[src/rtl/bleeper_pkg.sv]
// Shared definitions for the programmable bleeper: FSM states, register map
// and CTRL register bit positions.
package bleeper_pkg;

  typedef enum logic [1:0] {
    IDLE,
    PLAYING,
    STOPPING
  } state_t;

  localparam logic [1:0] ADDR_CTRL     = 2'd0;
  localparam logic [1:0] ADDR_HALF_PER = 2'd1;
  localparam logic [1:0] ADDR_DURATION = 2'd2;
  localparam logic [1:0] ADDR_VOLUME   = 2'd3;

  localparam int unsigned CTRL_START = 0;
  localparam int unsigned CTRL_TIMED = 1;

endpackage

[src/rtl/bleeper_prescaler.sv]
// Clock-enable divider: emits a one-cycle tick on every DIV-th ce pulse.
// A synchronous clear restarts the count and masks a tick in that cycle.
module bleeper_prescaler #(
  parameter int unsigned DIV = 8
) (
  input  logic clk_sys,
  input  logic reset,
  input  logic clear,
  input  logic ce,
  output logic tick
);

  localparam int unsigned W = (DIV > 1) ? $clog2(DIV) : 1;
  localparam logic [W-1:0] LAST = W'(DIV - 1);

  logic [W-1:0] cnt;

  assign tick = ce && !clear && (cnt == LAST);

  always_ff @(posedge clk_sys) begin
    if (reset || clear) begin
      cnt <= '0;
    end else if (ce) begin
      cnt <= (cnt == LAST) ? '0 : cnt + 1'b1;
    end
  end

endmodule

[src/rtl/bleeper_tone.sv]
// Programmable square-wave tone generator with register-set pitch, volume and
// optional millisecond duration; a tone only ever ends on a low half-cycle.
module bleeper_tone
  import bleeper_pkg::*;
#(
  parameter int unsigned CE_HZ      = 64000000,
  parameter int unsigned DEFAULT_HZ = 4000,
  parameter int unsigned DIV_W      = 16,
  parameter int unsigned DUR_W      = 16,
  parameter int unsigned VOL_W      = 8
) (
  input  logic             clk_sys,
  input  logic             reset,
  input  logic             ce,
  input  logic             wr,
  input  logic [1:0]       wr_addr,
  input  logic [DIV_W-1:0] wr_data,
  output logic             speaker,
  output logic [VOL_W-1:0] sample,
  output logic             active
);

  localparam logic [DIV_W-1:0] HALF_PER_RST = DIV_W'(CE_HZ / DEFAULT_HZ / 2 - 1);
  localparam int unsigned      MS_DIV       = CE_HZ / 1000;

  state_t           state, state_nx;
  logic [DIV_W-1:0] half_per, cnt, cnt_nx;
  logic [DUR_W-1:0] duration, dur_cnt, dur_cnt_nx;
  logic [VOL_W-1:0] volume;
  logic             timed, wave, wave_nx, tick;
  logic             ctrl_wr, start, stop, start_stop, toggle, expire;

  assign ctrl_wr    = wr && (wr_addr == ADDR_CTRL);
  assign start      = ctrl_wr && wr_data[CTRL_START];
  assign stop       = ctrl_wr && !wr_data[CTRL_START];
  assign start_stop = start && wr_data[CTRL_TIMED] && (duration == '0);
  assign toggle     = ce && (state != IDLE) && (cnt == '0);
  assign expire     = (state == PLAYING) && timed && tick && (dur_cnt == DUR_W'(1));
  assign speaker    = wave;

  bleeper_prescaler #(.DIV(MS_DIV)) u_ms_tick (
    .clk_sys (clk_sys),
    .reset   (reset),
    .clear   (start),
    .ce      (ce),
    .tick    (tick)
  );

  always_comb begin
    state_nx   = state;
    wave_nx    = wave;
    cnt_nx     = cnt;
    dur_cnt_nx = dur_cnt;

    if (state != IDLE && ce) cnt_nx = (cnt == '0) ? half_per : cnt - 1'b1;
    if (toggle) wave_nx = !wave;

    if (start) dur_cnt_nx = duration;
    else if (tick && dur_cnt != '0) dur_cnt_nx = dur_cnt - 1'b1;

    unique case (state)
      IDLE: begin
        if (start) state_nx = start_stop ? STOPPING : PLAYING;
      end
      PLAYING: begin
        if (start) state_nx = start_stop ? STOPPING : PLAYING;
        else if (stop || expire) state_nx = STOPPING;
      end
      STOPPING: begin
        if (start && !start_stop) begin
          state_nx = PLAYING;
        end else if (!wave || toggle) begin
          state_nx = IDLE;
          wave_nx  = 1'b0;
          cnt_nx   = '0;
        end
      end
      default: state_nx = IDLE;
    endcase

    // Never begin a new high half on the way out; the divider still reloads.
    if (state == PLAYING && state_nx == STOPPING && !wave) wave_nx = 1'b0;
  end

  always_ff @(posedge clk_sys) begin
    if (reset) begin
      state    <= IDLE;
      wave     <= 1'b0;
      cnt      <= '0;
      dur_cnt  <= '0;
      half_per <= HALF_PER_RST;
      duration <= '0;
      volume   <= '1;
      timed    <= 1'b0;
      sample   <= '0;
      active   <= 1'b0;
    end else begin
      state   <= state_nx;
      wave    <= wave_nx;
      cnt     <= cnt_nx;
      dur_cnt <= dur_cnt_nx;
      sample  <= wave_nx ? volume : '0;
      active  <= (state_nx != IDLE);
      if (start) timed <= wr_data[CTRL_TIMED];
      if (wr && wr_addr == ADDR_HALF_PER) half_per <= wr_data;
      if (wr && wr_addr == ADDR_DURATION) duration <= DUR_W'(wr_data);
      if (wr && wr_addr == ADDR_VOLUME)   volume   <= wr_data[VOL_W-1:0];
    end
  end

endmodule
[config.mk]
export PLATFORM = sky130hd
export DESIGN_NAME = bleeper_tone
export DESIGN_NICKNAME = d
export VERILOG_FILES = /design/src/rtl/bleeper_pkg.sv /design/src/rtl/bleeper_prescaler.sv /design/src/rtl/bleeper_tone.sv
export SDC_FILE = /design/constraint.sdc
export NUM_CORES = 1
export LEC_CHECK = 0
export ABC_AREA = 1
export CAP_MARGIN = 20
export CORE_MARGIN = 3
export CORE_UTILIZATION = 40
export CTS_CLUSTER_SIZE = 25
export DETAILED_ROUTE_END_ITERATION = 6
export MAX_ROUTING_LAYER = met4
export PLACE_DENSITY = 0.7
export SYNTH_ARGS = -nofsm -noshare
export SYNTH_HDL_FRONTEND = slang
export SYNTH_SLANG_ARGS = --single-unit
[constraint.sdc]
create_clock -name clk_sys -period 2.6 [get_ports clk_sys]
set_clock_uncertainty 0.15 [all_clocks]
set_input_delay 0.52 -clock clk_sys [delete_from_list [all_inputs] [get_ports clk_sys]]
set_output_delay 0.52 -clock clk_sys [all_outputs]
set_load 0.005 [all_outputs]
==> flow_summary.yaml, run 1 <==
global_routing:
  number_of_antenna_violations_at_the_first_check_in_global_routing: 0
  first_global_vias: 4139
  grt_max_degree: 43
  grt.overflow.total: 0
  grt_pass1_wl_mm: 19.5
  global_route.usage.total_pct: 18.5
detailed_routing:
  met2RoutedLength_mm: 4.80
  route.detailed.wl_per_inst_um: 12.6
  detailroute.wirelength.met3_um: 544
  route.antenna.remaining_nets: 0
  wl_met1_mm: 5.92
  drt_iter0_drc: 262
  top_layer: "met4"
  firstDrtPassIters: 5
  drt-vias-per-instance: 5.00
  post-route-drc-count: 0
  vias: 4521
  totalWireLength_mm: 11.4
setup_path:
  end_kind: "flip-flop"
  worst-setup-path-type: "flip-flop to flip-flop"
  rr_endpoint: "cnt[10]$_SDFF_PP0_"
  timing.critical_path.arrival_ns: 2.34
  critical_path_peak_fanout: 15
  rrSetupSlack_ns: 0.35
  worstRegToRegCells: 10
  worstReg2RegStart: "cnt[10]$_SDFF_PP0_"
  startpoint_type: "flip-flop"
  worst-endpoint-required_ns: 2.69
synth:
  post_synth.cell_area_avg_um2: 6.89
  synth_nets: 743
  synth.top_cells.by_area: "dfxtp_1 41%, nand2_1 11%, nor2_1 8.2%"
  synth.largest_area_cell: "dfxtp_1"
  synth-seq-area-share_pct: 41.1
  synth_top_area_share_pct: 41.1
  synth_area_in_simple_gates_pct: 28.8
  synth-adder-area-share_pct: 1.78
  combinational_family_with_the_most_area_after_synthesis: "simple AND/OR/NAND/NOR gates"
  post_synth_num_cell_types: 37
  synthFlopType: "dfxtp_1"
  synth-compound-area-share_pct: 14.8
  synthArstFlopShare_pct: 0
  yosysWarnings: 0
  number_of_enable_flip_flop_cells_after_synthesis: 0
  postSynthCellCount: 714
  synth.area.mux_share_pct: 0
  synth_xor_area_share_pct: 3.92
  netlist_area_um2: 4920
  synth.ff_latch_count: 101
clocking:
  htree_levels: 3
  postCtsHoldBufs: 0
  worstSkewPairLatency_ns: 0.35
  clock_tree_from_tritoncts: "built"
  cts-root-to-sink-buffers: 2
  clk_transition_reported_paths_ns: 0.07
  root_buffer: "clkbuf_16"
  tritoncts.num_buffers: 9
  cts_repair_resize_count: 0
  clock_sink_count: 101
  cts_setup_buffers: 0
layout:
  multi_input_area_um2: 2420
  area_grow_syn2layout_pct: 17.1
  post_route_cells_drive_above_1_share_pct: 6.57
  highest_count_cells_in_the_layout_ignoring_fill_and_taps: "140 x nand2_1, 108 x nor2_1, 101 x dfxtp_1"
  finalNetCount: 785
  num-fill-cells: 1185
  area.sequential_um2: 2020
  diodes: 0
  most_common_cell_after_layout_fill_and_taps_aside: "nand2_1"
timing:
  finalMaxSlewViolations: 0
  timing.final.setup_violations: 0
  layout_min_cycle_time_ns: 2.25
  tns_ns: 0
  hold_slack_ns: 0.280
  minimum_setup_slack_in_the_final_design_ns: 0.351
  rsz0062_at_grt: "no"
  timing_worst_slew_pin_value_ns: 0.560
  timing.fmax_mhz: 445
  max_slew_margin_pct: 62.6
  timing.final.crit_share_pct: 86.5
  timing.final.hold_violations: 0
die:
  fp-row-count: 39
  dieWidth_um: 117
  die_height_um: 117
  initial_utilization_pct: 42.0
  core-area_um2: 11700
  fp.dieArea_um2: 13700
  io-pin-count: 32
placed_design:
  io_buffers: 31
  place_congestion: 0.920
  placement.setup.worst_slack_ns: 0.0525
  detailed_placement_wirelength_estimate_mm: 8.41
pwr:
  static-leakage-power_uw: 0.00262
  clockPowerShare_pct: 38.3
  seqPwrFrac_pct: 47.3
  p_int_uw: 2480
  total_power_uw: 3450
  power.density_cell_area_nw_per_um2: 599
  power.share.combinational_pct: 14.4
  ir_drop_v: 0.000327
  power.share.switching_pct: 28.1
  p_sw_uw: 971
hold_path:
  worstHoldStart: "volume[7]$_SDFFE_PP1P_"
  count_of_cells_along_the_worst_hold_path: 2
  hold_path_end: "sample[7]$_SDFF_PP0_"
  hold_path_class: "flip-flop to flip-flop"
job:
  timing.max_cap.violations: 0
outcome:
  status: "finished clean"
critical path, cell delays in order (launching register included):
cell,delay (ns)
dfxtp_1,0.35
nor2_1,0.26
nand2_1,0.10
nor3b_1,0.30
nand4_1,0.20
ha_1,0.24
inv_1,0.05
nand3_1,0.10
nand2_2,0.09
buf_4,0.22
nor3_1,0.08
cells by family (layout without fill, tap and decap cells):
logic type / count (synthesis) / in the layout
simple gates: 329 / 329
compound gates: 136 / 136
buf+inv: 119 / 166
flops: 101 / 101
xor+xnor: 22 / 22
fa+ha+maj: 7 / 7
power groups by stage:
stage          clock network [µW]  registers [µW]  logic, µW
2_1_floorplan                   0            1660        333
3_3_place_gp                    0            1670        488
3_5_place_dp                    0            1670        492
4_1_cts                      1350            1630        495
5_1_grt                      1420            1640        570
6_report                     1320            1630        497
through the flow:
stage          utilization [%]  cell area, µm²  instances
6_report                  49.2            5760        904
5_1_grt                   49.2            5760        904
4_1_cts                   49.2            5760        904
3_5_place_dp              46.7            5470        888
3_3_place_gp              46.7            5470        888
2_1_floorplan                -            4920        714
metal layers:
metal	up-vias	global-route usage, %
li1	2379	-
met1	2033	26.7
met2	94	26.3
met3	15	4.68
met4	0	3.90
met5	-	-
synth_stat cells, types with 2 or more instances:
cell type and count:
nand3_1 43, nor2_2 4, o211ai_1 12, nor2_1 108
ha_1 7, buf_2 2, clkbuf_1 14, a21oi_1 57
inv_1 97, nand2_1 140, a31oi_1 2, dfxtp_1 101
a211oi_1 3, nand2_2 3, xor2_1 16, o21ai_0 58
nor2_4 2, xnor2_1 6, nor3_1 11, nand4_1 11
worst max-delay path by stage:
stage                        from            endpoint  slack [ns]  cells past startpoint
3_3_place_gp                   ce   cnt[1]$_SDFF_PP0_        0.14                     10
2_1_floorplan                  ce   cnt[0]$_SDFF_PP0_        0.45                     10
5_1_grt        cnt[11]$_SDFF_PP0_  cnt[13]$_SDFF_PP0_        0.13                     10
3_5_place_dp                   ce  cnt[10]$_SDFF_PP0_        0.05                     10
4_1_cts        cnt[10]$_SDFF_PP0_  cnt[10]$_SDFF_PP0_        0.40                     10
6_report       cnt[10]$_SDFF_PP0_  cnt[10]$_SDFF_PP0_        0.35                     10
state kept, by name (all words and copies together), names as in the netlist, 2 cells and up:
signal	count
volume	8
dur_cnt	16
u_ms_tick.cnt	16
half_per	16
duration	16
cnt	16
sample	8
state	2
area by class of cell:
cell class	count	share of cell area, %
inverters	99	6.45
repair buffers	51	8.21
multi-input cells	494	42.1
clock inverters	6	0.891
well taps	143	3.11
flip-flops and latches	101	35.1
clock buffers	10	4.15
Power figures use the tool's default switching activity.
==> run 2, diff against run 1 <==
--- a/config.mk
+++ b/config.mk
@@ -7,7 +7,6 @@
 export LEC_CHECK = 0
 export ABC_AREA = 1
 export CAP_MARGIN = 20
-export CORE_MARGIN = 3
 export CORE_UTILIZATION = 40
 export CTS_CLUSTER_SIZE = 25
 export DETAILED_ROUTE_END_ITERATION = 6
@@ -15,4 +14,5 @@
 export PLACE_DENSITY = 0.7
 export SYNTH_ARGS = -nofsm -noshare
 export SYNTH_HDL_FRONTEND = slang
+export SYNTH_HIERARCHICAL = 1
 export SYNTH_SLANG_ARGS = --single-unit
==> flow_summary.yaml, run 2 <==
placed_design:
  place_congestion: 0.877
  detailed_place.area_um2: 5650
  detailed_placement_wirelength_estimate_mm: 8.62
  io_buffers: 31
die:
  core-area_um2: 12100
  fp.dieArea_um2: 13000
  die_height_um: 114
  initial_utilization_pct: 41.5
  dieWidth_um: 114
  fp-row-count: 40
  io-pin-count: 32
hold_path:
  count_of_cells_along_the_worst_hold_path: 2
  hold_path_class: "flip-flop to flip-flop"
synth:
  netlist_area_um2: 5020
  number_of_enable_flip_flop_cells_after_synthesis: 0
  synth.ff_latch_count: 101
  synthMostInstantiatedCell: "nand2_1"
  postSynthCellCount: 727
  synth-seq-area-share_pct: 40.2
  synth_top_area_share_pct: 40.2
  synthFlopType: "dfxtp_1"
  synth.largest_area_cell: "dfxtp_1"
  yosys-top-cells-count: "127 x nand2_1, 126 x nor2_1, 101 x dfxtp_1, 91 x inv_1, 60 x o21ai_0"
  yosysWarnings: 6
  synthArstFlopShare_pct: 0
  synth.top_cells.by_area: "dfxtp_1 40%, nand2_1 9.5%, nor2_1 9.4%"
  post_synth.cell_area_avg_um2: 6.91
  post_synth_num_cell_types: 34
  synth_nets: 755
pwr:
  power.density_cell_area_nw_per_um2: 567
  static-leakage-power_uw: 0.00265
  ir_drop_v: 0.000404
  total_power_uw: 3380
timing:
  rsz0062_at_grt: "no"
  timing.fmax_mhz: 417
  timing_worst_slew_pin_value_ns: 0.463
  finalMaxSlewViolations: 0
  max_slew_margin_pct: 69.0
  timing.final.crit_share_pct: 92.3
  tns_ns: 0
  timing.final.hold_violations: 0
  layout_min_cycle_time_ns: 2.40
  timing.final.setup_violations: 0
job:
  timing.max_cap.violations: 0
global_routing:
  first_global_vias: 4180
  grt_pass1_wl_mm: 20.2
  grt.overflow.total: 0
  global_route.usage.total_pct: 20.3
  number_of_antenna_violations_at_the_first_check_in_global_routing: 0
  grt_max_degree: 33
detailed_routing:
  totalWireLength_mm: 11.7
  vias: 4535
  post-route-drc-count: 0
  route.antenna.remaining_nets: 0
  firstDrtPassIters: 4
  route.detailed.wl_per_inst_um: 12.4
  drt-vias-per-instance: 4.79
  drt_iter0_drc: 209
layout:
  area_grow_syn2layout_pct: 18.6
  post_route_cells_drive_above_1_share_pct: 10.8
  finish.instance_area_um2: 5960
  diodes: 0
  highest_count_cells_in_the_layout_ignoring_fill_and_taps: "127 x nand2_1, 125 x nor2_1, 101 x dfxtp_1"
  most_common_cell_after_layout_fill_and_taps_aside: "nand2_1"
  finalNetCount: 801
  num-fill-cells: 1267
clocking:
  clk_transition_reported_paths_ns: 0.08
  postCtsHoldBufs: 0
  worstSkewPairLatency_ns: 0.35
  root_buffer: "clkbuf_16"
  cts-root-to-sink-buffers: 2
  clock_tree_from_tritoncts: "built"
  tritoncts.num_buffers: 9
  htree_levels: 3
  clock_sink_count: 101
setup_path:
  worst-setup-path-type: "flip-flop to flip-flop"
  timing.critical_path.arrival_ns: 2.50
  worstRegToRegCells: 12
  worst-endpoint-required_ns: 2.70
  end_kind: "flip-flop"
  critical_path_peak_fanout: 9
  startpoint_type: "flip-flop"
outcome:
  status: "finished clean"
-- run 2: cell types whose count changed in the layout (fill, tap and decap cells not counted), sizes merged, moves of 3 or more --
cell	change
a21oi	-10
buf	+4
inv	-4
nand2	-9
nand3	+3
nand4	-3
nor2	+31
o211ai	-5
o21ai	+5
o22ai	+5
or2	+3
xor2	+4
-- run 2: cells by family after synthesis --
logic type	after synthesis	share of synthesized area [%]
fa+ha+maj	6	1.49
buf+inv	115	8.89
compound gates	127	13.6
flops	101	40.2
xor+xnor	25	4.36
simple gates	353	31.4
-- run 2: layout make-up --
class / count / area (µm²) / area share, %
clock buffers: 9 / 225 / 3.78
well taps: 168 / 210 / 3.53
clock inverters: 7 / 78.8 / 1.32
repair buffers: 55 / 503 / 8.44
multi-input cells: 511 / 2560 / 43.0
flip-flops and latches: 101 / 2020 / 33.9
inverters: 95 / 357 / 5.98
-- run 2: worst paths after layout --
kind,startpoint,end,slack [ns]
worst max-delay path,u_ms_tick/cnt[0]$_SDFFE_PP0P_,sample[0]$_SDFF_PP0_,0.20
worst min-delay path,volume[7]$_SDFFE_PP1P_,sample[7]$_SDFF_PP0_,0.30
worst max register to register,u_ms_tick/cnt[0]$_SDFFE_PP0P_,sample[0]$_SDFF_PP0_,0.20
worst min register to register,volume[7]$_SDFFE_PP1P_,sample[7]$_SDFF_PP0_,0.30
-- run 2: metal layers --
metal	GRT usage [%]	vias to the layer above	wire, µm
met5	-	-	0
met4	5.37	0	88
met3	4.71	8	486
met2	32.2	73	5360
met1	26.0	2046	5790
li1	-	2408	-
-- run 2: repair_timing --
action,4_1_cts,5_1_grt
setup endpoints to repair,0,24
setup buffers,0,0
gates resized for setup,0,2
-- run 2: power breakdown --
group          switching, µW  total, µW  internal [µW]
registers               31.1       1620           1590
logic                    244        403            159
clock network            667       1350            683
-- run 2: worst max-delay path, stage by stage (launching register included) --
cell and delay, ns:
dfxtp_1 0.37, ha_1 0.20, nand2_1 0.08, nor2_2 0.16, nand2_1 0.09, nor4_1 0.36
nand3_1 0.12, nor2_1 0.10, nand3_1 0.13, nand4_1 0.14, nand3_1 0.14, nand2_4 0.20
nor2_2 0.05
-- run 2: per-stage QoR --
step / hold WS (ns) / setup slack (ns) / util [%] / instances
6_report: 0.296 / 0.199 / 49.2 / 946
5_1_grt: 0.315 / 0.00910 / 49.2 / 946
4_1_cts: 0.297 / 0.109 / 49.1 / 946
3_5_place_dp: 0.285 / -0.0874 / 46.6 / 930
3_3_place_gp: 0.277 / -0.0495 / 46.6 / 930
2_1_floorplan: 0.273 / 0.202 / - / 727
==> run 3, diff against run 2 <==
--- a/config.mk
+++ b/config.mk
@@ -7,6 +7,7 @@
 export LEC_CHECK = 0
 export ABC_AREA = 1
 export CAP_MARGIN = 20
+export CORE_ASPECT_RATIO = 1.4
 export CORE_UTILIZATION = 40
 export CTS_CLUSTER_SIZE = 25
 export DETAILED_ROUTE_END_ITERATION = 6
==> flow_summary.yaml, run 3 (synthesis gave the netlist of run 2 again) <==
detailed_routing:
  post-route-drc-count: 0
  drt-vias-per-instance: 4.95
  route.antenna.remaining_nets: 0
  totalWireLength_mm: 12.0
  drt_iter0_drc: 193
  route.detailed.wl_per_inst_um: 13.0
  firstDrtPassIters: 5
  vias: 4591
setup_path:
  rr_endpoint: "sample[1]$_SDFF_PP0_"
  crit_buf_inv: 0
  startpoint_type: "flip-flop"
  worstReg2RegStart: "u_ms_tick/cnt[0]$_SDFFE_PP0P_"
  timing.critical_path.arrival_ns: 2.42
  rrSetupSlack_ns: 0.28
  end_kind: "flip-flop"
  stage_delay_of_the_slowest_cell_on_the_critical_path_ns: 0.37
  critical_path_cell_by_cell: "ha_1, nand2_1, nor2_1, nand2_1, nor4_2, nand3_1, nor2_1, nand3_1, nand4_1, nand3_1, nand2_4, nor2_2"
  worstRegToRegCells: 12
  critical_path_peak_fanout: 9
  path_common_cell: "nand3_1"
  worst-setup-path-type: "flip-flop to flip-flop"
  slowest_cell_on_the_critical_path: "dfxtp_1"
  worst-endpoint-required_ns: 2.70
  cp_top_family: "simple AND/OR/NAND/NOR gates"
hold_path:
  hold_path_class: "flip-flop to flip-flop"
  hold_path_end: "sample[2]$_SDFF_PP0_"
  worstHoldStart: "volume[2]$_SDFFE_PP1P_"
  count_of_cells_along_the_worst_hold_path: 2
timing:
  rsz0062_at_grt: "no"
  timing.fmax_mhz: 431
  timing_worst_slew_pin_value_ns: 0.467
  finalMaxSlewViolations: 0
  timing.final.setup_violations: 0
  layout_min_cycle_time_ns: 2.32
  timing.final.crit_share_pct: 89.3
  max_slew_margin_pct: 68.8
  minimum_setup_slack_in_the_final_design_ns: 0.278
  timing.final.hold_violations: 0
pwr:
  static-leakage-power_uw: 0.00267
  power.density_cell_area_nw_per_um2: 581
  ir_drop_v: 0.000332
die:
  die_height_um: 135
  fp.dieArea_um2: 13000
  core-area_um2: 12300
  io-pin-count: 32
  initial_utilization_pct: 40.8
  fp-row-count: 48
  dieWidth_um: 96.7
layout:
  finalNetCount: 800
  area.sequential_um2: 2020
  num-fill-cells: 1219
  multi_input_area_um2: 2560
  diodes: 0
  area_grow_syn2layout_pct: 18.9
  post_route_cells_drive_above_1_share_pct: 10.6
  highest_count_cells_in_the_layout_ignoring_fill_and_taps: "127 x nand2_1, 126 x nor2_1, 101 x dfxtp_1"
  stdcell_count: 927
  most_common_cell_after_layout_fill_and_taps_aside: "nand2_1"
placed_design:
  placement.setup.worst_slack_ns: -0.0915
  dpl.cell_count: 911
  place_congestion: 0.897
  io_buffers: 31
  detailed_placement_wirelength_estimate_mm: 9.13
global_routing:
  gr-usage-met2_pct: 33.6
  first_global_vias: 4277
  use_met3_pct: 2.43
  number_of_antenna_violations_at_the_first_check_in_global_routing: 0
  gr-max-usage-layer: "met2"
  grt_pass1_wl_mm: 20.2
  grt_max_degree: 38
  grt.overflow.total: 0
  global_route.usage.total_pct: 19.6
  global_route.usage.met1_pct: 23.1
clocking:
  tritoncts.num_buffers: 9
  worstSkewPairLatency_ns: 0.35
  clock_sink_count: 101
  clock_tree_from_tritoncts: "built"
  postCtsHoldBufs: 0
  cts-root-to-sink-buffers: 2
  clk_transition_reported_paths_ns: 0.08
  root_buffer: "clkbuf_16"
  htree_levels: 3
outcome:
  status: "finished clean"
job:
  timing.max_cap.violations: 0
-- run 3: per-stage QoR --
step	util (%)	cell area (µm²)	TNS, ns	hold slack [ns]	power, µW
after global placement	45.8	5640	-0.440	0.282	2060
after CTS	48.4	5960	0	0.297	3500
final	48.5	5970	0	0.294	3470
after detailed placement	45.8	5640	-0.785	0.285	2070
after floorplan	-	5020	0	0.273	1920
after global routing	48.5	5970	0	0.324	3630
-- run 3: what timing repair did --
action                     4_1_cts  5_1_grt
resized for setup                0        1
hold endpoints to repair         0        0
setup endpoints to repair        0        9
buffers inserted                 0        0
-- run 3: where the power goes --
part	internal [µW]	leakage, µW	switching [µW]
sequential	1590	0.000821	31.1
clock	780	0.000159	657
combinational	160	0.00169	249
total	2530	0.00267	937
-- run 3: worst reg2reg max path, delay by kind of cell (launching register included) --
family                   cells  cell delay (ns)
AND/OR/NAND/NOR             11             1.51
flip-flops                   1             0.37
adder cells (fa/ha/maj)      1             0.20
-- run 3: how the worst max path moves through the flow --
stage / from / end / slack, ns / cells after the start
final: u_ms_tick/cnt[0]$_SDFFE_PP0P_ / sample[1]$_SDFF_PP0_ / 0.28 / 12
after global routing: u_ms_tick/cnt[0]$_SDFFE_PP0P_ / sample[3]$_SDFF_PP0_ / 0.02 / 12
after CTS: u_ms_tick/cnt[0]$_SDFFE_PP0P_ / sample[0]$_SDFF_PP0_ / 0.18 / 12
after detailed placement: ce / sample[0]$_SDFF_PP0_ / -0.09 / 12
after global placement: ce / sample[6]$_SDFF_PP0_ / -0.05 / 12
after floorplan: ce / sample[0]$_SDFF_PP0_ / 0.20 / 12
-- run 3: layer usage --
metal,routed length (µm),up-vias
met1,5420,2071
met4,368,0
met2,5950,84
li1,-,2410
met3,282,26
met5,0,-
-- run 3: area by class of cell --
type | instances | area share [%]
clock buffer | 9 | 3.77
multi-input combinational | 511 | 42.9
inverter | 95 | 5.97
timing repair buffer | 54 | 8.72
clock inverter | 7 | 1.63
sequential | 101 | 33.9
tap | 150 | 3.14
